## config.mk

```make
export PLATFORM = sky130hd
export DESIGN_NAME = ps2_rx_buffer
export DESIGN_NICKNAME = d
export VERILOG_FILES = /design/src/rtl/ps2_rx_buffer.sv
export SDC_FILE = /design/constraint.sdc
export NUM_CORES = 1
export LEC_CHECK = 0
export CAP_MARGIN = 10
export CORE_ASPECT_RATIO = 0.5
export CORE_MARGIN = 1
export CORE_UTILIZATION = 45
export DETAILED_ROUTE_END_ITERATION = 8
export SYNTH_ARGS = -nofsm -noshare
export SYNTH_HDL_FRONTEND = slang
export SYNTH_SLANG_ARGS = --single-unit
```

## constraint.sdc

```tcl
create_clock -name clock -period 3.3 [get_ports clock]
set_input_delay 0.66 -clock clock [delete_from_list [all_inputs] [get_ports clock]]
set_output_delay 0.66 -clock clock [all_outputs]
set_load 0.01 [all_outputs]
```

## src/rtl/ps2_rx_buffer.sv

```systemverilog
// PS/2 device-to-host receiver with scan-code FIFO.
// Optional PS2_BREAK_FILTER_EN drops F0-prefixed break codes.
module ps2_rx_buffer #(
  parameter int FIFO_DEPTH     = 8,
  parameter int FILTER_LEN     = 4,
  parameter int TIMEOUT_CYCLES = 50000
) (
  input  logic                        clock,
  input  logic                        reset,
  input  logic                        ps2_clk_in,
  input  logic                        ps2_data_in,
  input  logic                        key_ack,
  output logic                        ps2_key_pressed,
  output logic [7:0]                  ps2_out,
  output logic                        frame_error,
  output logic                        overflow,
  output logic [$clog2(FIFO_DEPTH):0] fifo_count
);

  localparam int AW = $clog2(FIFO_DEPTH);
  localparam int FW = $clog2(FILTER_LEN + 1);
  localparam int TW = $clog2(TIMEOUT_CYCLES);

  typedef enum logic [1:0] {
    IDLE, DATA, PARITY, STOP
  } state_t;

  state_t state, state_n;

  logic          clk_s1, clk_s2;
  logic          dat_s1, dat_s2;
  logic          filt, filt_d;
  logic [FW-1:0] flt_cnt;
  logic          fall;

  logic [2:0]    bitcnt;
  logic [7:0]    shreg;
  logic          par;
  logic [TW-1:0] tcnt;
  logic          tout;
  logic          good, bad;
  logic          push;

  logic [7:0]    mem [FIFO_DEPTH];
  logic [AW-1:0] wp, rp;
  logic [AW:0]   count;
  logic          full, do_pop, wr;

  // two-flop synchronizers on both pins
  always_ff @(posedge clock) begin
    if (reset) begin
      clk_s1 <= 1'b1;
      clk_s2 <= 1'b1;
      dat_s1 <= 1'b1;
      dat_s2 <= 1'b1;
    end else begin
      clk_s1 <= ps2_clk_in;
      clk_s2 <= clk_s1;
      dat_s1 <= ps2_data_in;
      dat_s2 <= dat_s1;
    end
  end

  // glitch filter: flip only after FILTER_LEN differing samples
  always_ff @(posedge clock) begin
    if (reset) begin
      filt    <= 1'b1;
      filt_d  <= 1'b1;
      flt_cnt <= '0;
    end else begin
      filt_d <= filt;
      if (clk_s2 != filt) begin
        if (flt_cnt == FW'(FILTER_LEN - 1)) begin
          filt    <= clk_s2;
          flt_cnt <= '0;
        end else begin
          flt_cnt <= flt_cnt + FW'(1);
        end
      end else begin
        flt_cnt <= '0;
      end
    end
  end

  assign fall = filt_d & ~filt;
  assign tout = (state != IDLE) && !fall &&
                (tcnt == TW'(TIMEOUT_CYCLES - 1));

  // frame state register
  always_ff @(posedge clock) begin
    if (reset) state <= IDLE;
    else       state <= state_n;
  end

  // next state and frame verdict
  always_comb begin
    state_n = state;
    good    = 1'b0;
    bad     = 1'b0;
    if (tout) begin
      state_n = IDLE;
      bad     = 1'b1;
    end else if (fall) begin
      unique case (state)
        IDLE:   if (!dat_s2) state_n = DATA;
        DATA:   if (bitcnt == 3'd7) state_n = PARITY;
        PARITY: state_n = STOP;
        STOP: begin
          state_n = IDLE;
          if (dat_s2 && (^{shreg, par})) good = 1'b1;
          else                           bad  = 1'b1;
        end
      endcase
    end
  end

  // bit capture, timeout counter and error pulse
  always_ff @(posedge clock) begin
    if (reset) begin
      bitcnt      <= '0;
      shreg       <= '0;
      par         <= 1'b0;
      tcnt        <= '0;
      frame_error <= 1'b0;
    end else begin
      frame_error <= bad;
      if (state == IDLE || fall || tout) tcnt <= '0;
      else                               tcnt <= tcnt + TW'(1);
      if (fall) begin
        unique case (state)
          IDLE:   bitcnt <= '0;
          DATA: begin
            shreg[bitcnt] <= dat_s2;
            bitcnt        <= bitcnt + 3'd1;
          end
          PARITY: par <= dat_s2;
          STOP:   ;
        endcase
      end
    end
  end

`ifdef PS2_BREAK_FILTER_EN
  logic brk;

  assign push = good && !brk && (shreg != 8'hF0);

  // break prefix swallows itself and the following code
  always_ff @(posedge clock) begin
    if (reset)     brk <= 1'b0;
    else if (bad)  brk <= 1'b0;
    else if (good) brk <= brk ? 1'b0 : (shreg == 8'hF0);
  end
`else
  assign push = good;
`endif

  assign full   = (count == (AW + 1)'(FIFO_DEPTH));
  assign do_pop = key_ack && (count != '0);
  assign wr     = push && (!full || do_pop);

  // FIFO storage
  always_ff @(posedge clock) begin
    if (wr) mem[wp] <= shreg;
  end

  // FIFO pointers, occupancy and sticky overflow
  always_ff @(posedge clock) begin
    if (reset) begin
      wp       <= '0;
      rp       <= '0;
      count    <= '0;
      overflow <= 1'b0;
    end else begin
      if (wr)     wp <= wp + AW'(1);
      if (do_pop) rp <= rp + AW'(1);
      if (wr && !do_pop)      count <= count + (AW + 1)'(1);
      else if (!wr && do_pop) count <= count - (AW + 1)'(1);
      if (push && full && !do_pop) overflow <= 1'b1;
    end
  end

  assign fifo_count      = count;
  assign ps2_key_pressed = (count != '0);
  assign ps2_out         = ps2_key_pressed ? mem[rp] : 8'h00;

endmodule

```

==> impl_metrics.csv, run 1 <==
group,metric,value,unit
final_layout,fin_nets,428,
yosys,synth-edff-count,64,
floorplan,start_util,47.3,%
worst_setup_path,worstPathRequired,3.63,ns
yosys,ys_seq_area_share,60.8,%
yosys,syn-num-nets,392,
power_and_ir_drop,switchingPower,947,uW
min_path,min_path_type,"register to register",
worst_setup_path,slowest_delay,0.49,ns
yosys,synthCells,372,
detailed_routing,first_pass_iters,4,
worst_setup_path,cpLargestDelayFamily,"XOR/XNOR gates",
yosys,synthFlopType,"edfxtp_1",
global_route,grt_antenna_before_repair,0,
timing,timing.final.crit_period,3.08,ns
timing,max_freq,0.324,GHz
clock_network,htreeDepth,4,
clock_network,clock_latency,0.41,ns
clock_network,clockBufferDepth,2,
worst_setup_path,cp-end-kind,"register",
power_and_ir_drop,comb_power_share,13.5,%
clock_network,cts_tree,"built",
floorplan,core_area,10400,sq um
final_layout,diodes,0,
floorplan,die_area,11400,sq um
timing,maxSlewViolCount,0,
status,status,"complete, no violations",
floorplan,die_h,76.1,um
power_and_ir_drop,leakage,0.00207,uW
timing,setup_slack,0.217,ns
worst_setup_path,critPathBufInv,1,
yosys,synth-seq-cells,118,
clock_network,cts.sinks,118,
clock_network,postCtsSetupBuffers,0,
detailed_routing,drt_iter0_drc,174,
min_path,hold_depth,1,
worst_setup_path,crit_fanout,10,
clock_network,clock-root-buffer,"clkbuf_16",
detailed_routing,viasPerCell,5.15,
timing,fin_skew,0.00544,ns
timing,post-route-period-util,93.4,%
global_route,overflow,0,
global_route,grt_max_degree,36,
power_and_ir_drop,seqPwrFrac,39.9,%
timing,setup_tns,0,ns
yosys,ys_warn_count,0,
final_layout,syn2layout_area_growth,20.6,%
worst_setup_path,critPathLaunchType,"register",
place,port_buffers,19,
place,post-place-ws,0.115,ns
power_and_ir_drop,irDropWorstVdd,0.353,mV
power_and_ir_drop,sw_frac_of_total,23.7,%
power_and_ir_drop,intPower,3040,uW
final_layout,n_fill_cell,849,
timing,slew_headroom,59.3,%
final_layout,final_layout_size_suffix_gt1_share,17.9,%
floorplan,rows,26,
detailed_routing,ant_nets,0,
flow_run,maxCapViolCount,0,
floorplan,die_w,150,um
detailed_routing,route.vias.total,2885,
timing,tightest_slew,0.609,ns
yosys,async_flop_share,0,%
min_path,min_to,"dat_s2",
worst_setup_path,reg2reg_depth,12,
worst_setup_path,timing.rr.end,"fifo_count[3]",
power_and_ir_drop,p_per_area,670,nW/um^2
power_and_ir_drop,clock_power_share,46.6,%
detailed_routing,drc,0,
yosys,ys_types,46,
worst_setup_path,arrival,3.41,ns
global_route,grt_pass1_vias,3000,
detailed_routing,wl_per_cell,16.1,um
clock_network,numCtsBuffers,17,
global_route,grt_usage,18.0,%
timing,final-hold-violation-count,0,
detailed_routing,routed_wl,9010,um
worst_setup_path,crit_type,"register to register",
yosys,syn-cell-area,4940,sq um
worst_setup_path,cp_cell_sequence,"xor2_1 > xnor3_2 > xnor2_4 > nor2_2 > ha_1 > inv_1 > ha_1 > a21o_1 > a21oi_1 > xnor2_1 > or3_1 > a21oi_1",
timing,rsz0062_at_grt,"no",
floorplan,io_pins,20,
clock_network,clk_pin_slew,0.05,ns
place,place_congestion,0.771,
global_route,grt_pass1_wl,14800,um
place,dp_hpwl,5780,um
yosys,syn_area_per_cell,13.3,sq um
timing,setup_viol,0,
worst_setup_path,reg2reg_slack,0.22,ns
worst_setup_path,rr_startpoint,"shreg[3]",
min_path,hold_path.startpoint,"dat_s1",
worst_setup_path,cp_slowest_cell,"dfxtp_1",
[power by group through the flow]
stage / clock, uW / combinational, uW / sequential (uW)
detailed placement: 0 / 553 / 1620
CTS: 1890 / 556 / 1590
global route: 1970 / 595 / 1600
global placement: 0 / 544 / 1620
finish: 1860 / 540 / 1590
floorplan: 0 / 327 / 1620
[through the flow]
stage / hold WS (ns) / total power [uW] / area (sq um) / cells / util, %
6_report: 0.414 / 3990 / 5950 / 560 / 57.0
5_1_grt: 0.440 / 4170 / 5950 / 560 / 57.0
4_1_cts: 0.412 / 4040 / 5950 / 560 / 57.0
3_5_place_dp: 0.399 / 2180 / 5350 / 529 / 51.2
3_3_place_gp: 0.391 / 2170 / 5350 / 529 / 51.2
2_1_floorplan: 0.389 / 1950 / 4940 / 372 / -
[sequential cells by signal (all words and copies together), names as in the netlist, 2 cells and up, named ones only]
signal      count
tcnt           16
state           2
fifo_count      4
bitcnt          3
rp              3
mem            64
flt_cnt         3
shreg           8
wp              3
[what timing repair did]
action | CTS | global route
hold buffers | 0 | 0
setup endpoints to repair | 0 | 1
gates resized for setup | 0 | 1
[synth_stat cells (all sizes together) (3+ instances only)]
master,count,area share (%)
inv,10,0.76
a21oi,9,0.91
or2,5,0.63
nand2b,3,0.38
nor4,5,0.76
o21ai,3,0.30
nor2b,3,0.38
nand4,3,0.38
mux4,16,7.3
nor3,5,0.51
clkbuf,12,0.91
xor2,13,2.3
ha,14,3.5
nor2,56,4.3
nand3,14,1.4
dfxtp,54,22
buf,4,0.38
nand3b,3,0.46
mux2i,19,3.9
xnor2,13,3.1
and3,3,0.38
edfxtp,64,39
nand2,14,1.1
[cells in the final DEF (no fill, tap or decap), drive strengths merged, types with 3 or more instances in the layout]
cell type / n
edfxtp: 64
nor2: 56
dfxtp: 54
mux2i: 19
clkdlybuf4s50: 19
clkbuf: 17
mux4: 16
nand2: 14
nand3: 14
ha: 14
buf: 14
xor2: 13
xnor2: 13
inv: 12
a21oi: 9
nor3: 5
or2: 5
clkinvlp: 5
nor4: 5
clkinv: 4
nand3b: 3
nor2b: 3
and3: 3
nand4: 3
nand2b: 3
o21ai: 3
bufinv: 3
[cells by family (layout without fill, tap and decap cells)]
logic type,count (synthesis),in the layout,share of synthesized area [%]
XOR/XNOR,27,27,5.86
flip-flops,118,118,60.8
buffers and inverters,26,74,2.05
AO/OA/AOI/OAI,19,19,2.36
multiplexers,36,36,11.4
adder cells (fa/ha/maj),15,15,3.95
AND/OR/NAND/NOR,131,131,13.6
[layout make-up]
| cell class | instances | area, sq um | area share, % |
|---|---|---|---|
| sequential | 118 | 3000 | 50.5 |
| multi-input combinational | 228 | 1840 | 30.9 |
| clock buffer | 17 | 425 | 7.14 |
| timing repair buffer | 33 | 295 | 4.96 |
| clock inverter | 14 | 179 | 3.00 |
| tap | 140 | 175 | 2.94 |
| inverter | 10 | 37.5 | 0.630 |
[metal layers]
layer,track usage [%],up-vias,wire (um)
li1,-,1423,-
met1,22.5,1421,4210
met2,28.3,32,4370
met3,6.89,9,332
met4,7.07,0,86
met5,0,-,0
[worst max-delay path by stage]
| stage | start | to | cells after the start |
|---|---|---|---|
| 2_1_floorplan | shreg[3] | fifo_count[3] | 12 |
| 3_3_place_gp | key_ack | fifo_count[3] | 12 |
| 3_5_place_dp | key_ack | fifo_count[3] | 12 |
| 4_1_cts | shreg[2] | fifo_count[3] | 12 |
| 5_1_grt | shreg[3] | fifo_count[3] | 12 |
| 6_report | shreg[3] | fifo_count[3] | 12 |
(Power assumes the default switching activity.)
==> run 2: changes to the inputs <==
Settings changed: GPL_TIMING_DRIVEN from default to 0.
==> run 2 against run 1 <==
Against the previous run:
- utilization about the same
- critical endpoint is now ps2_out[1]
- register-to-register slack about the same
- critical path depth decreased by 6
- maximum frequency decreased by 0.33%
- clock power decreased by 6%
- non-clock buffer count increased by 7
- critical path type is now register to output port
- final area about the same
==> impl_metrics.csv, run 2 (synthesis results as in run 1) <==
group,metric,value,unit
status,status,"complete, no violations",
clock_network,cts.sinks,118,
detailed_routing,wl_per_cell,15.8,um
timing,setup_slack,0.207,ns
power_and_ir_drop,p_per_area,652,nW/um^2
global_route,grt_antenna_before_repair,0,
final_layout,top_regs,"mem: 64 flops, tcnt: 16 flops, shreg: 8 flops",
detailed_routing,ant_nets,0,
clock_network,clock_latency,0.41,ns
timing,setup_viol,0,
power_and_ir_drop,sw_frac_of_total,23.8,%
worst_setup_path,worstPathRequired,2.64,ns
final_layout,final_layout_size_suffix_gt1_share,17.8,%
final_layout,top_register,"mem",
clock_network,clk_pin_slew,0.05,ns
global_route,grt_pass1_vias,2906,
worst_setup_path,cp_slowest_cell,"mux4_2",
floorplan,start_util,47.3,%
detailed_routing,routed_wl,8950,um
detailed_routing,first_pass_iters,4,
final_layout,layout_common_cells,"edfxtp_1 (64), nor2_1 (55), dfxtp_1 (50)",
power_and_ir_drop,switchingPower,924,uW
power_and_ir_drop,comb_power_share,14.2,%
place,dp_hpwl,6240,um
clock_network,clockBufferDepth,2,
worst_setup_path,cpLargestDelayFamily,"buffers and inverters",
final_layout,fin_nets,435,
final_layout,largest_reg_flops,64,
worst_setup_path,arrival,2.43,ns
global_route,overflow,0,
final_layout,syn2layout_area_growth,20.7,%
power_and_ir_drop,intPower,2960,uW
timing,slew_headroom,51.6,%
worst_setup_path,crit_type,"register to output port",
min_path,min_path_type,"register to register",
detailed_routing,viasPerCell,5.22,
floorplan,die_area,11400,sq um
clock_network,cts_hold_buf,0,
final_layout,diodes,0,
power_and_ir_drop,leakage,0.00206,uW
power_and_ir_drop,clock_power_share,44.7,%
power_and_ir_drop,total_power,3890,uW
timing,rsz0062_at_grt,"no",
floorplan,die_h,76.1,um
power_and_ir_drop,irDropWorstVdd,0.447,mV
worst_setup_path,slowest_delay,0.51,ns
power_and_ir_drop,seqPwrFrac,41.1,%
worst_setup_path,critPathBufInv,3,
timing,final-hold-violation-count,0,
worst_setup_path,crit_fanout,10,
clock_network,htreeDepth,4,
timing,fin_skew,0.00600,ns
timing,maxSlewViolCount,0,
floorplan,rows,26,
detailed_routing,drc,0,
floorplan,die_w,150,um
place,place_congestion,0.814,
floorplan,core_area,10400,sq um
detailed_routing,route.vias.total,2957,
global_route,grt_pass1_wl,14600,um
floorplan,io_pins,20,
clock_network,cts_tree,"built",
worst_setup_path,critPathLaunchType,"register",
timing,post-route-period-util,93.7,%
global_route,grt_max_degree,17,
worst_setup_path,cp_cell_sequence,"clkbuf_4 > buf_6 > mux4_2 > mux2i_1 > nor2_1 > clkdlybuf4s50_1",
clock_network,clock-root-buffer,"clkbuf_16",
timing,max_freq,0.323,GHz
clock_network,numCtsBuffers,17,
flow_run,maxCapViolCount,0,
place,post-place-ws,-0.303,ns
place,port_buffers,18,
timing,timing.final.crit_period,3.09,ns
final_layout,final_common_cell,"edfxtp_1",
global_route,grt_usage,17.3,%
detailed_routing,drt_iter0_drc,146,
timing,tightest_slew,0.724,ns
worst_setup_path,cp-end-kind,"output port",
## run 2: cell types whose count changed in the layout (fill, tap and decap cells not counted), sizes merged
cell and change:
inv -1, clkdlybuf4s50 -1, clkbuf +15, bufinv -1, clkinv +2, buf -5
clkinvlp -2
## run 2: repair_timing
item | CTS | global route
hold endpoints to repair | 0 | 0
endpoints found under the setup margin | 9 | 8
pin swaps | 0 | 1
resized for setup | 5 | 8
buffers inserted | 0 | 2
## run 2: final cells by class
class | count | area [sq um]
fillers | 818 | 4490
flip-flops and latches | 118 | 3010
multi-input cells | 228 | 1870
clock buffers | 19 | 433
repair buffers | 24 | 225
well taps | 140 | 175
clock inverters | 12 | 131
plain buffers | 16 | 76.3
inverters | 10 | 37.5
## run 2: power by group through the flow
stage | clock, uW | combinational [uW] | sequential, uW
3_3_place_gp | 0 | 530 | 1620
4_1_cts | 1760 | 557 | 1600
6_report | 1740 | 551 | 1600
2_1_floorplan | 0 | 327 | 1620
3_5_place_dp | 0 | 547 | 1620
5_1_grt | 1830 | 607 | 1600
## run 2: path summary, 6_finish.rpt
path,cells past startpoint,to,from,slack [ns]
max reg2reg,12,fifo_count[3],shreg[3],0.22
min reg2reg,1,dat_s2,dat_s1,0.41
min,1,dat_s2,dat_s1,0.41
max,6,ps2_out[1],register,0.21
## run 2: worst register-to-register path: stages, from the launching register on
cell and delay (ns):
dfxtp_2 0.45, xor2_1 0.17, xnor3_2 0.49, xnor2_4 0.35, nor2_4 0.09, ha_1 0.23, inv_1 0.12, ha_1 0.25
a21o_1 0.18, a21oi_1 0.17, xnor2_1 0.09, or3_1 0.30, a21oi_1 0.14
## run 2: per-stage QoR
stage / util, % / hold slack (ns) / std cells / instance area, sq um / setup TNS, ns
after floorplan: - / 0.389 / 372 / 4940 / 0
after global placement: 50.7 / 0.395 / 530 / 5290 / -14.38
after detailed placement: 51.2 / 0.405 / 534 / 5350 / -0.339
after CTS: 56.8 / 0.420 / 565 / 5930 / 0
after global routing: 57.0 / 0.432 / 567 / 5960 / 0
final: 57.0 / 0.413 / 567 / 5960 / 0
## run 2: metal layers
metal / vias to the layer above / part of all wire [%] / global-route usage [%] / routed length [um]
met3: 17 / 2.5 / 4.67 / 224
met2: 36 / 48 / 27.6 / 4330
met1: 1461 / 47 / 22.0 / 4240
li1: 1443 / - / - / -
met5: - / 0 / 0 / 0
met4: 0 / 1.8 / 8.08 / 159
